`src/rtl/counter_trig_scheduler_pkg.sv`:
```
// Shared types and helpers for the counter trigger scheduler: FSM state encoding,
// endpoint width and the circular round-robin search used by rr_pick.
package counters_pkg;

    localparam int TRIG_EP_W = 32;
    localparam int MAX_SRC   = 16;

    typedef enum logic [1:0] {
        IDLE  = 2'd0,
        ISSUE = 2'd1,
        GAP   = 2'd2
    } state_t;

    // First set bit of req strictly after ptr, wrapping modulo n. Returns ptr when req is empty;
    // callers qualify the result with |req.
    function automatic logic [3:0] rr_next(input logic [3:0] ptr,
                                           input logic [MAX_SRC-1:0] req,
                                           input int n);
        logic [3:0] gnt;
        logic       found;
        int         idx;
        gnt   = ptr;
        found = 1'b0;
        for (int k = 1; k <= MAX_SRC; k++) begin
            idx = (int'(ptr) + k) % n;
            if (k <= n && !found && req[idx]) begin
                gnt   = 4'(idx);
                found = 1'b1;
            end
        end
        return gnt;
    endfunction

endpackage

```
`src/rtl/counter_trig_scheduler_if.sv`:
```
// Bundle between the counter channels / host wires (master) and the trigger scheduler (slave).
interface counter_trig_scheduler_if #(
    parameter int N_SRC = 4,
    parameter int CNT_W = 8
);
    import counters_pkg::*;

    // No handshake: src_event bits are single-cycle pulses that are always accepted; trig_out is a
    // one-hot single-cycle pulse with trig_src valid only while |trig_out. The rest are status levels.
    logic [N_SRC-1:0]         src_event;
    logic [N_SRC-1:0]         src_mask;
    logic [N_SRC-1:0]         trig_out;
    logic [$clog2(N_SRC)-1:0] trig_src;
    logic [N_SRC-1:0]         pending;
    logic [CNT_W-1:0]         drop_count;
    logic                     busy;
    state_t                   state_dbg;

    modport master (
        output src_event, src_mask,
        input  trig_out, trig_src, pending, drop_count, busy, state_dbg
    );

    modport slave (
        input  src_event, src_mask,
        output trig_out, trig_src, pending, drop_count, busy, state_dbg
    );

endinterface

```
`src/rtl/counter_trig_scheduler_rr_pick.sv`:
```
// Combinational round-robin selector: grants the first requesting source after ptr.
module rr_pick
    import counters_pkg::*;
#(
    parameter int N_SRC = 4
) (
    input  logic [N_SRC-1:0]         req,
    input  logic [$clog2(N_SRC)-1:0] ptr,
    output logic [$clog2(N_SRC)-1:0] gnt_idx,
    output logic                     gnt_valid
);
    localparam int IDX_W = $clog2(N_SRC);

    logic [MAX_SRC-1:0] req_ext;
    logic [3:0]         pick;

    always_comb begin
        req_ext             = '0;
        req_ext[N_SRC-1:0]  = req;
        pick                = rr_next(4'(ptr), req_ext, N_SRC);
        gnt_idx             = IDX_W'(pick);
        gnt_valid           = |req;
    end

endmodule

```
`src/rtl/counter_trig_scheduler.sv`:
```
// Collects per-channel event pulses into pending flags and issues them one at a time,
// round-robin, onto a shared trigger-out endpoint with a minimum pulse spacing.
module counter_trig_scheduler
    import counters_pkg::*;
#(
    parameter int N_SRC   = 4,
    parameter int SPACING = 2,
    parameter int CNT_W   = 8
) (
    input logic sys_clk,
    input logic reset,
    counter_trig_scheduler_if.slave bus
);
    localparam int IDX_W = $clog2(N_SRC);
    localparam int GAP_W = $clog2(SPACING) + 1;
    localparam int SUM_W = CNT_W + 5;
    localparam logic [GAP_W-1:0] GAP_INIT = GAP_W'((SPACING >= 2) ? SPACING - 2 : 0);
    localparam logic [CNT_W-1:0] CNT_MAX  = '1;

    if (N_SRC < 2 || N_SRC > MAX_SRC || N_SRC > TRIG_EP_W || SPACING < 1) begin : g_bad_param
        $error("counter_trig_scheduler: unsupported parameter combination");
    end

    state_t           state;
    logic [IDX_W-1:0] rr_ptr;
    logic [GAP_W-1:0] gap_cnt;
    logic [N_SRC-1:0] trig_out_q;
    logic [IDX_W-1:0] trig_src_q;
    logic [N_SRC-1:0] pending_q;
    logic [CNT_W-1:0] drop_q;

    logic [N_SRC-1:0] req;
    logic [N_SRC-1:0] issue_clear;
    logic [N_SRC-1:0] drop_bits;
    logic [N_SRC-1:0] pending_d;
    logic [SUM_W-1:0] drop_sum;
    logic [IDX_W-1:0] gnt_idx;
    logic             gnt_valid;

    assign req = pending_q & bus.src_mask;

    rr_pick #(.N_SRC(N_SRC)) u_pick (
        .req       (req),
        .ptr       (rr_ptr),
        .gnt_idx   (gnt_idx),
        .gnt_valid (gnt_valid)
    );

    // trig_out_q is exactly onehot(g) during ISSUE, so it doubles as the grant clear mask
    // without indexing by trig_src (safe for non-power-of-two N_SRC).
    always_comb begin
        issue_clear = (state == ISSUE) ? trig_out_q : '0;
        drop_bits   = bus.src_event & bus.src_mask & pending_q & ~issue_clear;
        pending_d   = bus.src_mask & ((pending_q & ~issue_clear) | bus.src_event);
        drop_sum    = SUM_W'(drop_q) + SUM_W'($countones(drop_bits));
    end

    always_ff @(posedge sys_clk) begin
        if (reset) begin
            pending_q <= '0;
            drop_q    <= '0;
        end else begin
            pending_q <= pending_d;
            drop_q    <= (drop_sum > SUM_W'(CNT_MAX)) ? CNT_MAX : drop_sum[CNT_W-1:0];
        end
    end

    // The pulse is registered on the IDLE->ISSUE edge, so trig_out is high for the whole ISSUE cycle.
    always_ff @(posedge sys_clk) begin
        if (reset) begin
            state      <= IDLE;
            rr_ptr     <= IDX_W'(N_SRC - 1);
            gap_cnt    <= '0;
            trig_out_q <= '0;
            trig_src_q <= '0;
        end else begin
            unique case (state)
                IDLE: begin
                    if (gnt_valid) begin
                        state      <= ISSUE;
                        trig_out_q <= N_SRC'(1) << gnt_idx;
                        trig_src_q <= gnt_idx;
                    end
                end
                ISSUE: begin
                    trig_out_q <= '0;
                    rr_ptr     <= trig_src_q;
                    if (SPACING == 1) begin
                        state <= IDLE;
                    end else begin
                        state   <= GAP;
                        gap_cnt <= GAP_INIT;
                    end
                end
                GAP: begin
                    if (gap_cnt == '0) begin
                        state <= IDLE;
                    end else begin
                        gap_cnt <= gap_cnt - GAP_W'(1);
                    end
                end
                default: begin
                    state      <= IDLE;
                    trig_out_q <= '0;
                end
            endcase
        end
    end

    assign bus.trig_out   = trig_out_q;
    assign bus.trig_src   = trig_src_q;
    assign bus.pending    = pending_q;
    assign bus.drop_count = drop_q;
    assign bus.busy       = (state != IDLE) || (|pending_q);
    assign bus.state_dbg  = state;

endmodule

```
`src/flat_wrapper.sv`:
```
// flat-port wrapper written by rule: the top's interface ports become plain ports
module counter_trig_scheduler_flat import counters_pkg::*;
#(
    parameter int N_SRC   = 4,
    parameter int SPACING = 2,
    parameter int CNT_W   = 8
)
  (sys_clk, reset, bus_src_event, bus_src_mask, bus_trig_out, bus_trig_src, bus_pending, bus_drop_count, bus_busy, bus_state_dbg);
  counter_trig_scheduler_if #(.N_SRC(N_SRC), .CNT_W(CNT_W)) bus_i ();
  input logic sys_clk;
  input logic reset;
  input wire logic [$bits(bus_i.src_event)-1:0] bus_src_event;
  input wire logic [$bits(bus_i.src_mask)-1:0] bus_src_mask;
  output wire logic [$bits(bus_i.trig_out)-1:0] bus_trig_out;
  output wire logic [$bits(bus_i.trig_src)-1:0] bus_trig_src;
  output wire logic [$bits(bus_i.pending)-1:0] bus_pending;
  output wire logic [$bits(bus_i.drop_count)-1:0] bus_drop_count;
  output wire logic [$bits(bus_i.busy)-1:0] bus_busy;
  output wire logic [$bits(bus_i.state_dbg)-1:0] bus_state_dbg;
  assign bus_i.src_event = bus_src_event;
  assign bus_i.src_mask = bus_src_mask;
  assign bus_trig_out = bus_i.trig_out;
  assign bus_trig_src = bus_i.trig_src;
  assign bus_pending = bus_i.pending;
  assign bus_drop_count = bus_i.drop_count;
  assign bus_busy = bus_i.busy;
  assign bus_state_dbg = bus_i.state_dbg;
  counter_trig_scheduler #(.N_SRC(N_SRC), .SPACING(SPACING), .CNT_W(CNT_W)) u_core (.sys_clk(sys_clk), .reset(reset), .bus(bus_i));
endmodule
```
`config.mk`:
```
export PLATFORM = sky130hd
export DESIGN_NAME = counter_trig_scheduler_flat
export DESIGN_NICKNAME = d
export VERILOG_FILES = /design/src/rtl/counter_trig_scheduler_pkg.sv /design/src/rtl/counter_trig_scheduler_if.sv /design/src/rtl/counter_trig_scheduler_rr_pick.sv /design/src/rtl/counter_trig_scheduler.sv /design/src/flat_wrapper.sv
export SDC_FILE = /design/constraint.sdc
export NUM_CORES = 1
export LEC_CHECK = 0
export CAP_MARGIN = 20
export CORE_AREA = 2 2 54 56
export DETAILED_ROUTE_END_ITERATION = 10
export DIE_AREA = 0 0 56 58
export MAX_ROUTING_LAYER = met4
export PLACE_DENSITY_LB_ADDON = 0.2
export SLEW_MARGIN = 20
export SYNTH_ARGS = -nofsm -noshare
export SYNTH_HDL_FRONTEND = slang
export SYNTH_SLANG_ARGS = --single-unit
```
`constraint.sdc`:
```
create_clock -name sys_clk -period 4.1 [get_ports sys_clk]
set_input_delay 1.025 -clock sys_clk [delete_from_list [all_inputs] [get_ports sys_clk]]
set_output_delay 1.025 -clock sys_clk [all_outputs]
set_load 0.05 [all_outputs]
```
==> results of run 1 <==
==> state kept, by name, indices dropped and copies added (netlist names) <==
name / count
u_core.bus.drop_count: 8
u_core.gap_cnt: 2
u_core.bus.pending: 4
u_core.bus.trig_out: 4
u_core.bus.state_dbg: 2
u_core.bus.trig_src: 2
u_core.rr_ptr: 2
==> stage by stage <==
| step | total power [W] | util | area (sq um) | worst slack [ns] | hold slack (ns) |
|---|---|---|---|---|---|
| 2_1_floorplan | 0.0003272 | - | 1211 | 0.7988 | 0.4768 |
| 4_1_cts | 0.0005373 | 0.5968 | 1589 | 0.5877 | 0.5059 |
| 5_1_grt | 0.0005557 | 0.5968 | 1589 | 0.3054 | 0.5405 |
| 6_report | 0.0005326 | 0.5968 | 1589 | 0.6062 | 0.5000 |
| 3_5_place_dp | 0.0003654 | 0.5771 | 1536 | 0.3513 | 0.4842 |
| 3_3_place_gp | 0.0003638 | 0.5771 | 1536 | 0.4209 | 0.4752 |
==> where the power goes <==
part           internal (W)  switching [W]
logic             0.0000413      0.0000653
registers          0.000243      0.0000108
clock network     0.0000988      0.0000732
total              0.000383       0.000149
==> layer usage <==
layer,part of all wire,vias to the layer above,routed length [microns]
met5,0,-,0
li1,-,548,-
met2,0.48,18,1295
met1,0.48,524,1284
met3,0.023,4,62
met4,0.013,0,36
==> cell type report <==
cell class                 instances  area [sq um]  area share
clock inverter                     1         30.03     0.01890
multi-input combinational        100         675.6      0.4252
clock buffer                       3         22.52     0.01417
timing repair buffer              30         300.3      0.1890
sequential                        24         480.5      0.3024
tap                               31         38.79     0.02441
inverter                          11         41.29     0.02598
==> logic make-up after synthesis <==
family / after synthesis
AND/OR/NAND/NOR: 55
XOR/XNOR: 3
buffers and inverters: 14
flip-flops: 24
adder cells (fa/ha/maj): 8
AO/OA/AOI/OAI: 33
multiplexers: 1
==> worst max path at each step <==
stage	slack, ns	endpoint	startpoint
final	0.61	u_core.bus.drop_count[7]	u_core.bus.state_dbg[0]
after global routing	0.31	u_core.bus.drop_count[7]	u_core.bus.state_dbg[0]
after CTS	0.59	u_core.bus.drop_count[7]	u_core.bus.state_dbg[0]
after detailed placement	0.35	u_core.bus.drop_count[7]	bus_src_mask[2]
after global placement	0.42	u_core.bus.drop_count[7]	bus_src_mask[2]
after floorplan	0.80	u_core.bus.drop_count[7]	u_core.bus.state_dbg[0]
==> tightest hold or removal path: cells and delay by family, from the launching register on <==
kind | cells | cell delay [ns]
flops | 1 | 0.35
simple gates | 1 | 0.06
compound gates | 1 | 0.06
==> layout by cell type (no fill, tap or decap), types with 2 or more instances in the layout <==
cell type	instances
nor2b_1	4
clkdlybuf4s50_1	30
xnor2_1	2
nand2_2	3
fa_1	3
nor3b_1	7
dfxtp_1	24
ha_1	5
a211o_1	2
inv_1	11
nand2_1	10
nand3_1	5
a22o_1	2
nor2_1	16
clkbuf_4	3
o21ai_0	3
a21oi_1	19
and4_1	3
a32o_1	2
==> metrics, run 1 <==
Synth top cells by count=dfxtp_1, a21oi_1, nor2_1; peak supply drop=0.2226 mV; outcome=finished, final reports clean; DRC=0; Layout area overhead=31.20%; post-synthesis mux area share=0.01136; count leader, synth=dfxtp_1; GRT busiest layer=met2; routed wire length per instance=13.39 microns; Post CTS Setup Buffer Count=0; sequential area share after synthesis=0.3967; Vias=1094; antenna violations before repair=0; final WL=~2.7 mm; PortBufs=30; Crit. End Element=flip-flop; first-pass GRT wire length=4.609 mm; Synthesis Warnings=0; area fraction in compound gates after synthesis=0.1736; FP Rows=19; CTS tree=built; total gr overflow=0; routability congestion estimate=0.7583; GRT Util Overall=0.1839; Post-Synth Adder-Cell Area=0.1012; CP peak stage delay=0.58 ns; clock-pin slew on the worst setup and hold paths=0.13 ns; Post-CTS Hold Fix Bufs=0; die width=56 microns; Setup TNS=0 ns; TritonCTS Buffers=3; Clock Latency Late Sink=0.31 ns; layout net count=188; Pins Over Slew Limit=0; filler instances=259; detailed placement HPWL=2.068 mm; cell taking the most area after synthesis=dfxtp_1; crit start category=flip-flop; critical-path cell list=nor2b_1 -> nand2_1 -> and4_1 -> ha_1 -> inv_1 -> fa_1 -> inv_1 -> ha_1 -> inv_1 -> fa_1 -> nor3b_1 -> nand3_1 -> o21ai_0 -> nor2_1; antenna viol nets, final=0; crit share post-route=0.8521; worst reg2reg path depth=14; share of cells above drive strength 1=0.07101; clk buf depth=2; worst path required time=4.29 ns; mapped cell area=1211 sq um; P_leak=0.5810 nW; DIE AREA=3248 sq um; Least-Margin Pin Slew=0.8539 ns; DP Cell Count=196; Hold Path Class=reg2reg; slowest CP cell=nor2b_1; DR iter-0 viols=15; Async SR Flop Fraction=0; stages on the worst setup path=14; Detailed Routing Iterations Pass 1=4; Hold Path Depth=2; ys flop type=dfxtp_1; met2 usage=0.3126; ranking of synthesized cells by area=dfxtp_1, a21oi_1, ha_1; RR Endpoint=u_core.bus.drop_count[7]; CTS Sinks=24; Max FO, Critical Path=9; vias in the first global route=1047; Initial Util=0.4549; core area=2663 sq um; Syn Inst Count=138; Bufs and invs on worst path=3; Hold Path Sink=u_core.bus.trig_src[1]; FF-to-FF Start=u_core.bus.state_dbg[0]; met1 Usage GRT=0.2258; Synth Net Count=156; Max-cap violations=0; maximum clock frequency=286.2 MHz; Post-synth EDFFs=0; Pwr per Cell Area=335.1 nW/um^2; FF+latch count, synth=24; Setup Viol. Count Final=0; fin crit period=3.494 ns; met3 usage=0.02009; main combinational cell family by area after synthesis=simple AND/OR/NAND/NOR gates; H-tree Lvls=1; Setup Skew=between 0.003 and 0.004 ns; ANT cells=0; Avg Cell Area, Syn=slightly below 9 sq um; Ports=31; Rel. slew slack=0.4290; final hold vios=0; CP arrival=3.68 ns; Hold Path Origin=u_core.bus.trig_src[1]; largest net degree at the start of global routing=23; post-synth top area share=0.3967; PostCTS Resize Cnt=0; Post-Synth Simple-Gate Area=0.2500; CP top delay family=simple AND/OR/NAND/NOR gates; RSZ-0062 raised after global routing=false; Final Non-Filler Cells=200; post-synth cell types=33; Die Y=a little under 60 microns; r2r setup slk=0.61 ns; Most common cell on crit path=inv_1; WS Path Type=reg2reg; CTS Root Buffer Type=clkbuf_4; Via-to-Cell Ratio=5.470; area share of xor/xnor cells in the synthesized design=0.02169
(Power assumes the default switching activity.)
==> run 2: changes to the inputs <==
CORE_AREA = 2 2 52 54   (was 2 2 54 56)
DIE_AREA = 0 0 54 56   (was 0 0 56 58)
SKIP_LAST_GASP = 1   (was default)
clock period = 4.15 ns   (was 4.1 ns; I/O delays follow)
==> run 2 against run 1 <==
  * Total power is 9.4% lower
  * Die area is 6.9% lower
  * Core utilization is 5.2 points higher
  * Combinational power hardly changed
  * Via count is 1.6% lower
  * Critical path type is now in2reg
==> metrics, run 2 (synthesis results as in run 1) <==
CTS tree=built; clk buf depth=2; Pwr per Cell Area=305.7 nW/um^2; share of cells above drive strength 1=0.07647; RSZ-0062 raised after global routing=false; total gr overflow=0; Post-Place Cell Area=1543 sq um; peak supply drop=0.2468 mV; RR Endpoint=u_core.bus.drop_count[7]; FF-to-FF Start=u_core.bus.state_dbg[0]; Clock Latency Late Sink=0.32 ns; Post-CTS Hold Fix Bufs=0; PostCTS Resize Cnt=0; routability congestion estimate=0.8592; H-tree Lvls=1; Hold Path Origin=u_core.bus.trig_src[1]; fin crit period=about 3.4 ns; core area=2432 sq um; Pins Over Slew Limit=0; routed wire length per instance=12.99 microns; Layout area overhead=30.37%; Max FO, Critical Path=3; antenna violations before repair=0; CTS Root Buffer Type=clkbuf_4; die width=54 microns; layout net count=189; P_leak=0.5793 nW; Detailed Routing Iterations Pass 1=4; Hold Path Class=reg2reg; final WL=2.597 mm; detailed placement HPWL=~2.0 mm; clock-pin slew on the worst setup and hold paths=0.14 ns; largest net degree at the start of global routing=23; DRC=0; commonest cells after routing, fill and taps aside=clkdlybuf4s50_1, dfxtp_1, a21oi_1; final instance area=between 1500 and 2000 sq um; crit share post-route=0.8213; Die Y=56 microns; Least-Margin Pin Slew=0.8362 ns; Sequential cell area=480.5 sq um; Critical Path Source=bus_src_mask[3]; Multi-input gate area=between 600 and 700 sq um; Initial Util=0.4979; FP Rows=18; DIE AREA=3024 sq um; final hold vios=0; Max-cap violations=0; vias in the first global route=996; Setup Viol. Count Final=0; crit start category=input pin; Rel. slew slack=0.4408; GRT Util Overall=0.1897; Final Non-Filler Cells=200; Crit. End Element=flip-flop; worst setup path endpoint=u_core.bus.drop_count[7]; antenna viol nets, final=0; Setup TNS=0 ns; CP arrival=between 3 and 4 ns; r2r setup slk=1.00 ns; fin util=0.6492; commonest non-fill, non-tap cell in the layout=clkdlybuf4s50_1; first-pass GRT wire length=4.257 mm; worst path required time=between 4 and 5 ns; outcome=finished, final reports clean; maximum clock frequency=293.4 MHz; PortBufs=30; TritonCTS Buffers=3; Via-to-Cell Ratio=5.385; DP Cell Count=196; ANT cells=0; Setup Skew=around 0.0046 ns; worst reg2reg path depth=15; Vias=1077; Ports=31; CTS Sinks=24; DR iter-0 viols=19; max reg flops=8; WS Path Type=in2reg; Post CTS Setup Buffer Count=0; filler instances=228
## run 2: worst min path at each step
stage / end / slack (ns) / cells after the start
6_report: u_core.bus.trig_src[1] / 0.50 / 2
3_5_place_dp: u_core.bus.trig_src[1] / 0.47 / 2
5_1_grt: u_core.bus.trig_src[1] / 0.51 / 2
3_3_place_gp: u_core.bus.trig_src[1] / 0.46 / 2
2_1_floorplan: u_core.gap_cnt[1] / 0.48 / 2
4_1_cts: u_core.bus.trig_src[1] / 0.49 / 2
## run 2: final cells by class
cell class              count  area share
clock buffers               4     0.02298
repair buffers             31      0.1949
inverters                  11     0.02615
well taps                  30     0.02377
flip-flops and latches     24      0.3043
multi-input cells         100      0.4279
## run 2: layer usage
layer  vias to the layer above  GRT usage  share of wire
li1                        547          -              -
met1                       493     0.2648           0.48
met2                        33     0.2840           0.45
met3                         4    0.02419          0.055
met4                         0    0.05714         0.0092
met5                         -          -              0
## run 2: per-stage QoR
step	hold slack (ns)	worst slack (ns)	power (W)
2_1_floorplan	0.4768	0.8488	0.0003232
3_3_place_gp	0.4640	0.4589	0.0003600
3_5_place_dp	0.4682	0.4070	0.0003613
4_1_cts	0.4909	0.7388	0.0004843
5_1_grt	0.5103	0.6060	0.0005031
6_report	0.4950	0.7415	0.0004827
## run 2: report_power, final
part           switching (W)  internal [W]  total [W]
clock              0.0000728     0.0000536   0.000126
combinational      0.0000644     0.0000415   0.000106
sequential         0.0000102      0.000240   0.000250
## run 2: worst max-delay path, stage by stage
cell and delay (ns):
clkdlybuf4s50_1 0.46, and4_2 0.23, ha_1 0.27, inv_1 0.05, fa_1 0.37, inv_1 0.06
ha_1 0.16, inv_1 0.05, fa_1 0.41, nor3b_1 0.26, nand3_1 0.10, o21ai_0 0.09
nor2_1 0.05
==> run 3: changes to the inputs <==
CORE_AREA = 2 2 54 56   (was 2 2 52 54)
DIE_AREA = 0 0 56 58   (was 0 0 54 56)
clock period = 3.5 ns   (was 4.15 ns; I/O delays follow)
==> run 3 against run 2 <==
  * Count of clock-buffer cells in the layout decreased by 1
  * Critical path depth unchanged
  * Non-clock buffer count is 5 higher
  * Die area rose by 7.4%
  * Largest cell class unchanged
  * Highest routed layer unchanged
  * Wire length increased by 6.1%
==> metrics, run 3 (synthesis results as in run 1) <==
clock-pin slew on the worst setup and hold paths=0.13 ns; vias in the first global route=1109; first-pass GRT wire length=between 4 and 5 mm; CTS Sinks=24; slowest CP cell=clkdlybuf4s50_1; Initial Util=0.4549; share of cells above drive strength 1=0.1034; WS Path Type=in2reg; Max-cap violations=0; fin util=0.6034; CP arrival=3.40 ns; critical-path cell list=clkdlybuf4s50_1 -> and4_2 -> ha_1 -> inv_1 -> fa_1 -> inv_1 -> ha_1 -> inv_1 -> fa_1 -> nor3b_1 -> nand3_1 -> o21ai_0 -> nor2_1; sw power=0.0001716 W; worst path required time=3.72 ns; Reg power frac=0.542; CP peak stage delay=0.43 ns; layout net count=roughly 190; Ports=31; DR iter-0 viols=21; r2r setup slk=0.35 ns; commonest cells after routing, fill and taps aside=clkdlybuf4s50_1, dfxtp_1, a21oi_1; WHS=slightly below 0.5 ns; ANT cells=0; Setup TNS=0 ns; FF-to-FF Start=u_core.bus.state_dbg[0]; Most common cell on crit path=inv_1; Vias=about 1200; RR Endpoint=u_core.bus.drop_count[7]; Via-to-Cell Ratio=5.639; CTS tree=built; worst reg2reg path depth=14; clk buf depth=2; final hold vios=0; Pwr per Cell Area=342.1 nW/um^2; antenna violations before repair=0; core area=between 2000 and 3000 sq um; final instance area=approximately 1600 sq um; Layout area overhead=32.64%; Detailed Routing Iterations Pass 1=4; antenna viol nets, final=0; Post CTS Setup Buffer Count=0; crit share post-route=0.9075; DP Cell Count=202; die width=56 microns; crit start category=input pin; DRC=0; detailed placement HPWL=2.181 mm; routed wire length per instance=13.44 microns; outcome=finished, final reports clean; commonest non-fill, non-tap cell in the layout=clkdlybuf4s50_1; Crit. End Element=flip-flop; routability congestion estimate=0.7708; largest net degree at the start of global routing=16; Least-Margin Pin Slew=~0.64 ns; Hold Path Class=reg2reg; Clock Latency Late Sink=0.31 ns; worst setup path endpoint=u_core.bus.drop_count[7]; RSZ-0062 raised after global routing=false; Die Y=approximately 58 microns; Switching Share=0.3123; CTS Root Buffer Type=clkbuf_4; Rel. slew slack=0.5717; Post-Place Cell Area=1582 sq um; Internal=0.0003779 W; PortBufs=30; final WL=2.755 mm; Pins Over Slew Limit=0; H-tree Lvls=1; Max FO, Critical Path=3; fin crit period=3.176 ns; Combinational Power Share=0.239; maximum clock frequency=314.8 MHz; Setup Viol. Count Final=0; total gr overflow=0; TritonCTS Buffers=3; peak supply drop=0.4171 mV; Post-CTS Hold Fix Bufs=0; Setup Skew=approximately 0.0029 ns; Final Non-Filler Cells=205; DIE AREA=around 3200 sq um; GRT Util Overall=0.1928; FP Rows=19; Critical Path Source=bus_src_mask[3]; max reg flops=8; P_leak=around 0.60 nW; Clock power frac=0.220
==> run 3: cell count changes in the layout (fill, tap and decap cells not counted) <==
cell      before  now
nor2b_1        4    3
buf_4          1    6
clkbuf_8       1    0
nor2b_2        0    1
==> run 3: worst min-delay path by stage <==
| stage | from | to | cells after the start |
|---|---|---|---|
| after floorplan | u_core.gap_cnt[1] | u_core.gap_cnt[1] | 2 |
| after global routing | u_core.bus.trig_src[1] | u_core.bus.trig_src[1] | 2 |
| after global placement | u_core.bus.trig_src[1] | u_core.bus.trig_src[1] | 2 |
| final | u_core.bus.trig_src[1] | u_core.bus.trig_src[1] | 2 |
| after detailed placement | u_core.bus.trig_src[1] | u_core.bus.trig_src[1] | 2 |
| after CTS | u_core.bus.trig_src[1] | u_core.bus.trig_src[1] | 2 |
==> run 3: metal layers <==
metal  part of all wire  track usage  vias to the layer above
li1                   -            -                      559
met1               0.44       0.2303                      557
met2               0.49       0.3210                       38
met3              0.060      0.05357                        2
met4             0.0083      0.05442                        0
met5                  0            -                        -
==> run 3: area by class of cell <==
cell class / instances / area, sq um
inverters: 11 / 41.29
repair buffers: 36 / 345.3
clock buffers: 3 / 22.52
flip-flops and latches: 24 / 480.5
well taps: 31 / 38.79
fillers: 246 / 1056
multi-input cells: 100 / 678.2
==> run 3: critical path: cells and delay by family <==
kind	cells	cell delay, ns
buffers and inverters	4	0.60
adder cells (fa/ha/maj)	4	1.21
AND/OR/NAND/NOR	4	0.63
AO/OA/AOI/OAI	1	0.09
==> run 3: repair_timing <==
action,in CTS,in global routing
endpoints found under the setup margin,0,1
resized for setup,0,1
hold endpoints to repair,0,0
==> run 3: per-stage QoR <==
step	worst slack, ns	total power (W)
finish	0.3236	0.0005495
floorplan	0.1988	0.0003832
global route	0.08250	0.0005744
detailed placement	-0.03004	0.0004342
global placement	0.05968	0.0004307
CTS	0.2090	0.0005529
==> run 3: power by group through the flow <==
stage	Clock [W]	Combinational (W)	Sequential, W
after CTS	0.000124	0.000131	0.000298
final	0.000121	0.000131	0.000298
after floorplan	0	0.0000488	0.000334
after global placement	0	0.000128	0.000303
after detailed placement	0	0.000130	0.000304
after global routing	0.000135	0.000140	0.000300
